File: src/rtl/iq_stream_packer_if.sv
// Word stream from the I/Q packer into the stream-to-AXI bridge.
// The packer drives the bus (master); the bridge consumes it (slave).
interface iq_stream_packer_if;
    logic [31:0] Sout;   // packed word, bridge Sin
    logic        Ien;    // one-cycle word strobe
    logic        sync;   // one-cycle capture-start pulse

    modport master (output Sout, Ien, sync);
    modport slave  (input  Sout, Ien, sync);
endinterface

File: src/rtl/iq_stream_packer.sv
// Packs receive I/Q samples into 32-bit words for the stream-to-AXI capture
// path. A capture is bracketed by en, can decimate (keep 1 of dec+1 valid
// samples) and can compress two samples per word (8 MSBs of each component).
// Every capture is padded with zero words up to a whole AXI burst so the
// bridge never holds a partial burst.
module iq_stream_packer #(
    parameter int DW         = 12,  // sample width, 9..16
    parameter int BURST_LOG2 = 4    // log2 of words per AXI burst
) (
    input  logic                      Sclk,
    input  logic                      rst,
    input  logic                      en,
    input  logic                      mode,
    input  logic [7:0]                dec,
    input  logic                      rx_valid,
    input  logic [DW-1:0]             rx_i,
    input  logic [DW-1:0]             rx_q,
    iq_stream_packer_if.master        bus,
    output logic                      busy,
    output logic [31:0]               wcnt
);

    typedef enum logic [1:0] {IDLE, RUN, DRAIN} state_t;

    state_t                state;
    logic                  mode_r;     // capture mode latched at sync
    logic [7:0]            dec_r;      // decimation ratio latched at sync
    logic [7:0]            dcnt;       // valid samples still to skip
    logic [15:0]           pend;       // first compressed sample {Q msb8, I msb8}
    logic                  pend_vld;

    logic [15:0]           i_wide;
    logic [15:0]           q_wide;
    logic [7:0]            i_msb;
    logic [7:0]            q_msb;
    logic [BURST_LOG2-1:0] wlow;       // position inside the current burst

    // Sample formatting for both packing modes
    assign i_wide = 16'(signed'(rx_i));
    assign q_wide = 16'(signed'(rx_q));
    assign i_msb  = rx_i[DW-1 -: 8];
    assign q_msb  = rx_q[DW-1 -: 8];
    assign wlow   = wcnt[BURST_LOG2-1:0];

    assign busy = (state != IDLE);

    // Capture FSM with registered stream outputs and word counter
    always_ff @(posedge Sclk or posedge rst) begin
        if (rst) begin
            // NOTE: every register here is a small control/data flop, so all of them
            // are reset; an abort mid-capture leaves nothing half-emitted.
            state    <= IDLE;
            mode_r   <= 1'b0;
            dec_r    <= 8'd0;
            dcnt     <= 8'd0;
            pend     <= 16'd0;
            pend_vld <= 1'b0;
            bus.Sout <= 32'd0;
            bus.Ien  <= 1'b0;
            bus.sync <= 1'b0;
            wcnt     <= 32'd0;
        end else begin
            // NOTE: strobes default low each cycle and are raised only where a word
            // or sync is produced; non-blocking assignments let the later, more
            // specific assignment win without ordering hazards.
            bus.Ien  <= 1'b0;
            bus.sync <= 1'b0;

            unique case (state)
                IDLE: begin
                    if (en) begin
                        mode_r   <= mode;
                        dec_r    <= dec;
                        dcnt     <= 8'd0;
                        pend_vld <= 1'b0;
                        wcnt     <= 32'd0;
                        bus.sync <= 1'b1;
                        state    <= RUN;
                    end
                end

                RUN: begin
                    if (en) begin
                        if (rx_valid) begin
                            if (dcnt == 8'd0) begin
                                dcnt <= dec_r;
                                if (!mode_r) begin
                                    bus.Sout <= {q_wide, i_wide};
                                    bus.Ien  <= 1'b1;
                                    wcnt     <= wcnt + 32'd1;
                                end else if (!pend_vld) begin
                                    pend     <= {q_msb, i_msb};
                                    pend_vld <= 1'b1;
                                end else begin
                                    bus.Sout <= {q_msb, i_msb, pend};
                                    bus.Ien  <= 1'b1;
                                    wcnt     <= wcnt + 32'd1;
                                    pend_vld <= 1'b0;
                                end
                            end else begin
                                dcnt <= dcnt - 8'd1;
                            end
                        end
                    end else if (pend_vld) begin
                        // Flush the lone compressed sample, then pad the burst
                        bus.Sout <= {16'h0000, pend};
                        bus.Ien  <= 1'b1;
                        wcnt     <= wcnt + 32'd1;
                        pend_vld <= 1'b0;
                        state    <= DRAIN;
                    end else if (wlow == '0) begin
                        state <= IDLE;
                    end else begin
                        state <= DRAIN;
                    end
                end

                DRAIN: begin
                    // The pad that completes the burst also returns to IDLE,
                    // so DRAIN never spends an idle cycle after the last pad
                    if (wlow != '0) begin
                        bus.Sout <= 32'd0;
                        bus.Ien  <= 1'b1;
                        wcnt     <= wcnt + 32'd1;
                        if (&wlow) state <= IDLE;
                    end else begin
                        state <= IDLE;
                    end
                end

                default: state <= IDLE;
            endcase
        end
    end

endmodule
File: src/flat_wrapper.sv
// flat-port wrapper written by rule: the top's interface ports become plain ports
module iq_stream_packer_flat 
#(
    parameter int DW         = 12,                        
    parameter int BURST_LOG2 = 4                                  
)
  (Sclk, rst, en, mode, dec, rx_valid, rx_i, rx_q, busy, wcnt, bus_Sout, bus_Ien, bus_sync);
  iq_stream_packer_if bus_i ();
  input  logic Sclk;
  input  logic rst;
  input  logic en;
  input  logic mode;
  input  logic [7:0] dec;
  input  logic rx_valid;
  input  logic [DW-1:0] rx_i;
  input  logic [DW-1:0] rx_q;
  output logic busy;
  output logic [31:0] wcnt;
  output wire logic [$bits(bus_i.Sout)-1:0] bus_Sout;
  output wire logic [$bits(bus_i.Ien)-1:0] bus_Ien;
  output wire logic [$bits(bus_i.sync)-1:0] bus_sync;
  assign bus_Sout = bus_i.Sout;
  assign bus_Ien = bus_i.Ien;
  assign bus_sync = bus_i.sync;
  iq_stream_packer #(.DW(DW), .BURST_LOG2(BURST_LOG2)) u_core (.Sclk(Sclk), .rst(rst), .en(en), .mode(mode), .dec(dec), .rx_valid(rx_valid), .rx_i(rx_i), .rx_q(rx_q), .bus(bus_i), .busy(busy), .wcnt(wcnt));
endmodule
File: config.mk
export PLATFORM = sky130hd
export DESIGN_NAME = iq_stream_packer_flat
export DESIGN_NICKNAME = d
export VERILOG_FILES = /design/src/rtl/iq_stream_packer_if.sv /design/src/rtl/iq_stream_packer.sv /design/src/flat_wrapper.sv
export SDC_FILE = /design/constraint.sdc
export NUM_CORES = 1
export LEC_CHECK = 0
export CAP_MARGIN = 25
export CORE_MARGIN = 8
export CORE_UTILIZATION = 40
export CTS_BUF_LIST = sky130_fd_sc_hd__clkbuf_4 sky130_fd_sc_hd__clkbuf_8 sky130_fd_sc_hd__clkbuf_16
export DETAILED_ROUTE_END_ITERATION = 6
export GPL_ROUTABILITY_DRIVEN = 0
export PLACE_DENSITY_LB_ADDON = 0.25
export SETUP_SLACK_MARGIN = 0.2
export SLEW_MARGIN = 20
export SYNTH_ARGS = -nofsm -noshare
export SYNTH_HDL_FRONTEND = slang
export SYNTH_SLANG_ARGS = --single-unit
File: constraint.sdc
create_clock -name Sclk -period 3.55 [get_ports Sclk]
set_input_delay 0.355 -clock Sclk [delete_from_list [all_inputs] [get_ports Sclk]]
set_output_delay 0.355 -clock Sclk [all_outputs]
set_load 0.05 [all_outputs]
---- Word level (Yosys, flattened, before mapping) ----
Index checks and enable logic that the tools add are counted.
storage, ports and cells
  register bits after elaboration ......... 102
  output and inout port bits .............. 67
cells by class
  add/sub/neg operators ................... 2
  eq/ne operators ......................... 13
  mux-type cells .......................... 44
  bitwise operators ....................... 1
  reductions and logical operators ........ 16
operators by type and width
  operator                                                            count
  32-bit two-way mux                                                  14
  32-bit case mux with 3 select lines                                 1
  32-bit case mux with 2 select lines                                 1
  32-bit by 1-bit adder with 32-bit output, second input constant     1
  8-bit two-way mux                                                   4
  8-bit case mux with 2 select lines                                  1
  1-bit two-way mux                                                   14
  2-bit two-way mux                                                   6
  6-bit AND reduction                                                 2
  5-bit AND reduction                                                 2
  3-bit by 2-bit != test with 1-bit output, second input constant     3
  8-bit zero test                                                     1
  2-bit != test, second input constant                                4
  4-bit AND reduction                                                 2
  8-bit by 1-bit subtractor with 8-bit output, second input constant  1
  3-bit != test, second input constant                                2
  2-bit case mux with 3 select lines                                  1
  2-bit nonzero test                                                  3
  5-bit != test, second input constant                                1
  4-bit zero test                                                     1
  1-bit case mux with 2 select lines                                  2
  4-bit nonzero test                                                  1
  3-bit AND reduction                                                 1
  3-bit nonzero test                                                  1
  6 further kinds                                                     6

---- Depth between registers and ports, before layout ----
  depth in word-level cells ............... 7
  gate-level depth with buffers ........... 9
  mapped depth without buffers ............ 7

---- Worst setup path before layout ----
OpenSTA, ideal clock, no wires.
  kind .................................... flip-flop to flip-flop
  start ................................... register u_core.wcnt[0]
  end ..................................... register u_core.wcnt[18]
  arrival ................................. 2.317 ns
  required time ........................... 3.463 ns
  setup slack ............................. 1.146 ns
  cell stages (with the launch flop) ...... 8
  clock period less this slack ............ 2.404 ns
  cells stage by stage .................... dfrtp_1 inv_1 ha_1 nor3b_2 a22oi_1 o211ai_2 or4_1 o211ai_1
between the ends
  longest elaborated chain between the ends .. 7
  elaborated cells between the ends (all ways) .. 11
  classes of those cells .................. 1 x add/sub; 1 x eq/ne; 7 x mux; 2 x reduce/logical
RTL lines
  element                                   RTL line                                         text
  from (decl)                               iq_stream_packer.sv:20                           output logic [31:0] wcnt
  from (signal assigned)                    iq_stream_packer.sv:90                           wcnt <= wcnt + 32'd1;
  from (signal assigned)                    iq_stream_packer.sv:97                           wcnt <= wcnt + 32'd1;
  from (signal assigned)                    iq_stream_packer.sv:108                          wcnt <= wcnt + 32'd1;
  32-bit by 1-bit adder with 32-bit output  --
  32-bit two-way mux                        iq_stream_packer.sv:91, iq_stream_packer.sv:104
  32-bit two-way mux                        iq_stream_packer.sv:87                           if (!mode_r) begin
  32-bit two-way mux                        iq_stream_packer.sv:85                           if (dcnt == 8'd0) begin
  32-bit two-way mux                        iq_stream_packer.sv:84                           if (rx_valid) begin
  32-bit two-way mux                        iq_stream_packer.sv:83                           if (en) begin
  32-bit case mux with 3 select lines       iq_stream_packer.sv:69                           unique case (state)
Parallel ways exist; a longest one is shown, timed or not. The select of a mux whose other input is x is not followed.
A chain may end at the register's enable or synchronous reset.

---- Worst setup path after layout ----
  start ................................... register u_core.state[1]
  end ..................................... register u_core.wcnt[31]
between the ends
  longest elaborated chain between the ends .. 3
  elaborated cells between the ends (all ways) .. 10
  classes of those cells .................. 6 x eq/ne; 1 x mux; 3 x reduce/logical
RTL lines
  element                                                                                  RTL line                 text
  from (decl)                                                                              iq_stream_packer.sv:25   state_t state;
  from (signal assigned)                                                                   iq_stream_packer.sv:52   state <= IDLE;
  from (signal assigned)                                                                   iq_stream_packer.sv:78   state <= RUN;
  from (signal assigned)                                                                   iq_stream_packer.sv:110  state <= DRAIN;
  2-bit by 1-bit == test with 1-bit output, or another cell as far along                   iq_stream_packer.sv:69
  3-bit by 2-bit != test with 1-bit output (no source line), or another cell as far along  --
  5-bit AND reduction (no source line)                                                     --
Parallel ways exist; a longest one is shown, timed or not.

==> impl_metrics.yaml <==
clocking:
  tritoncts: "done"
  clkLatencyLatePin_ns: 0.35
  clock-sinks: 102
  root_buffer: "clkbuf_16"
  clkTransAtPathRegs_ns: 0.07
  clockBufferDepth: 2
  cts_inserted_buffers: 9
  cts_resized: 0
  cts_setup_buffers: 0
  cts.hold.buffers_added: 0
  h-tree-depth: 3
global_routing:
  grt_use_total_pct: 17.0
  grt_overflow: 0
  grt_start_max_net_pins: 47
  antenna_found_initial: 0
  grt_pass1_vias: 4842
  grt_pass1_wl_mm: 25.0
placed_design:
  dp.final_hpwl_mm: 11.0
  dp_slack_ns: 0.591
  dp_cells: 842
  port-buffer-count: 103
yosys:
  synth-main-ff-cell: "dfrtp_1"
  netlist_instances: 575
  synth_seq_cells: 102
  syn_nets: 619
  yosys_warnings: 0
  synth_area_per_cell_sq_um: 9.78
  synth-async-reset-ratio_pct: 100
  synth.distinct_cells: 66
  synth_top_cell_by_area: "dfrtp_1"
  seq_area_frac_synth_pct: 45.4
  syn-cell-area_sq_mm: 0.00562
  ys_top_cells_by_area: "dfrtp_1 45%, mux2_1 9.4%, nand2_1 5.5%"
  synth_top_area_share_pct: 45.4
  synth_enable_flop_cells: 0
setup_path:
  worstSetupEndpointType: "flop"
  crit_type: "flop to flop"
  path_max_fanout: 14
  cp-start-kind: "flop"
  cp_data_arrival_time_ns: 3.10
  required_ns: 3.83
sta:
  fin_tns_setup_ns: 0
  finalClockSkew_ns: 0.00844
  worst_slew_pin_slew_ns: 0.875
  slew_viol_final: 0
  grt_setup_unrepaired: "false"
  hold_slack_ns: 0.395
  finalWorstSetupSlack_ns: 0.738
  min_period_over_period_pct: 79.2
  slew_headroom_pct: 41.5
  max_freq_ghz: 0.356
  hold_viol: 0
  setup_violations: 0
  fin_crit_ns: 2.81
pwr:
  peakVddDrop_mv: 0.474
  leakage_nw: 3.07
  power_density_mw_per_mm2: 812
floorplanning:
  num_rows: 43
  die_h_microns: 135
  initial_core_util_pct: 40.7
  dieArea_sq_mm: 0.0181
  die_x_microns: 135
  core_area_sq_mm: 0.0138
  io_pins: 104
drt:
  drc: 0
  ant_nets: 0
  dr.pass1.iters: 5
  postRouteWirelength_mm: 15.1
  wire_per_inst_microns: 17.6
  dr.first_iter.drc_count: 402
  vias: 4850
  routed_via_density: 5.65
layout:
  drive_gt1_share_pct: 8.85
  seqCellArea_sq_mm: 0.00255
  num-fill-cells: 1264
  nets: 717
  area_growth_pct: 27.6
  final_cell_mix: "103 x clkdlybuf4s50_1, 102 x dfrtp_1, 82 x nand2_1, 47 x mux2_1, 46 x a21oi_1"
  final_cell_count_no_fill: 858
  multi_input_area_sq_mm: 0.00289
  antennaDiodeCount: 0
  final_common_cell: "clkdlybuf4s50_1"
run_status:
  status: "finished clean"
run:
  drv_cap: 0
hold_path:
  hold_class: "input pin to asynchronous set/reset pin"
state kept, by name, summed over array words and instances (netlist names), 2 cells and up:
| register | count |
|---|---|
| u_core.state | 2 |
| u_core.bus.Sout | 32 |
| u_core.wcnt | 32 |
| u_core.pend | 16 |
| u_core.dcnt | 8 |
| u_core.dec_r | 8 |
cells by family after synthesis:
family                   after synthesis  share of synthesized area [%]
AND/OR/NAND/NOR                      218                           20.9
AO/OA/AOI/OAI                        135                           15.5
flip-flops                           102                           45.4
multiplexers                          68                           13.4
buffers and inverters                 45                           3.32
adder cells (fa/ha/maj)                7                           1.56
layer usage:
metal | vias to the layer above | GRT usage, % | wire length [microns]
li1 | 2313 | - | -
met1 | 2371 | 22.3 | 6970
met2 | 143 | 27.1 | 7040
met3 | 23 | 3.75 | 775
met4 | 0 | 5.99 | 280
met5 | - | 0 | 0
area by class of cell:
| type | count | share of cell area [%] |
|---|---|---|
| clock buffer | 10 | 3.24 |
| clock inverter | 6 | 1.05 |
| inverter | 18 | 0.976 |
| multi-input combinational | 428 | 40.2 |
| sequential | 102 | 35.6 |
| tap | 180 | 3.14 |
| timing repair buffer | 114 | 15.8 |
cell usage after synthesis (all sizes together) (12+ instances only):
cell type / number
clkbuf: 14
mux2: 56
nor2: 30
inv: 18
nand2: 82
nand4: 15
dfrtp: 102
a21oi: 48
nand3: 25
o21ai: 35
buf: 13
mux2i: 12
critical path: stages, from the launching register on:
cell	delay, ns
dfrtp_1	0.41
inv_1	0.09
ha_1	0.49
o21bai_1	0.15
a22oi_1	0.41
o2111ai_2	0.45
or4_1	0.63
nand3_1	0.10
per-stage QoR:
step | utilization, % | cell area [sq um] | power [W]
floorplan | - | 5620 | 0.00391
global placement | 49.5 | 6840 | 0.00476
detailed placement | 49.7 | 6870 | 0.00483
CTS | 51.9 | 7180 | 0.00587
global route | 51.9 | 7180 | 0.00620
finish | 51.9 | 7180 | 0.00583
report_power, final:
part           switching, W  total, W  internal (W)
logic               0.00192   0.00300       0.00108
clock network      0.000459   0.00103      0.000568
registers          0.000264   0.00180       0.00153
path summary, 6_finish.rpt:
path	from	to	slack [ns]	cells past startpoint
worst max-delay path	u_core.state[1]	u_core.wcnt[31]	0.74	7
worst min-delay path	rst	u_core.dec_r[6]	0.39	2
worst max register to register	u_core.state[1]	u_core.wcnt[31]	0.74	7
worst min register to register	u_core.bus.Sout[31]	u_core.bus.Sout[31]	0.49	1
max in group asynchronous	rst	u_core.bus.Sout[3]	2.25	4
min in group Sclk	u_core.bus.Sout[31]	u_core.bus.Sout[31]	0.49	1
No activity file was read; power rests on OpenSTA's default activity.
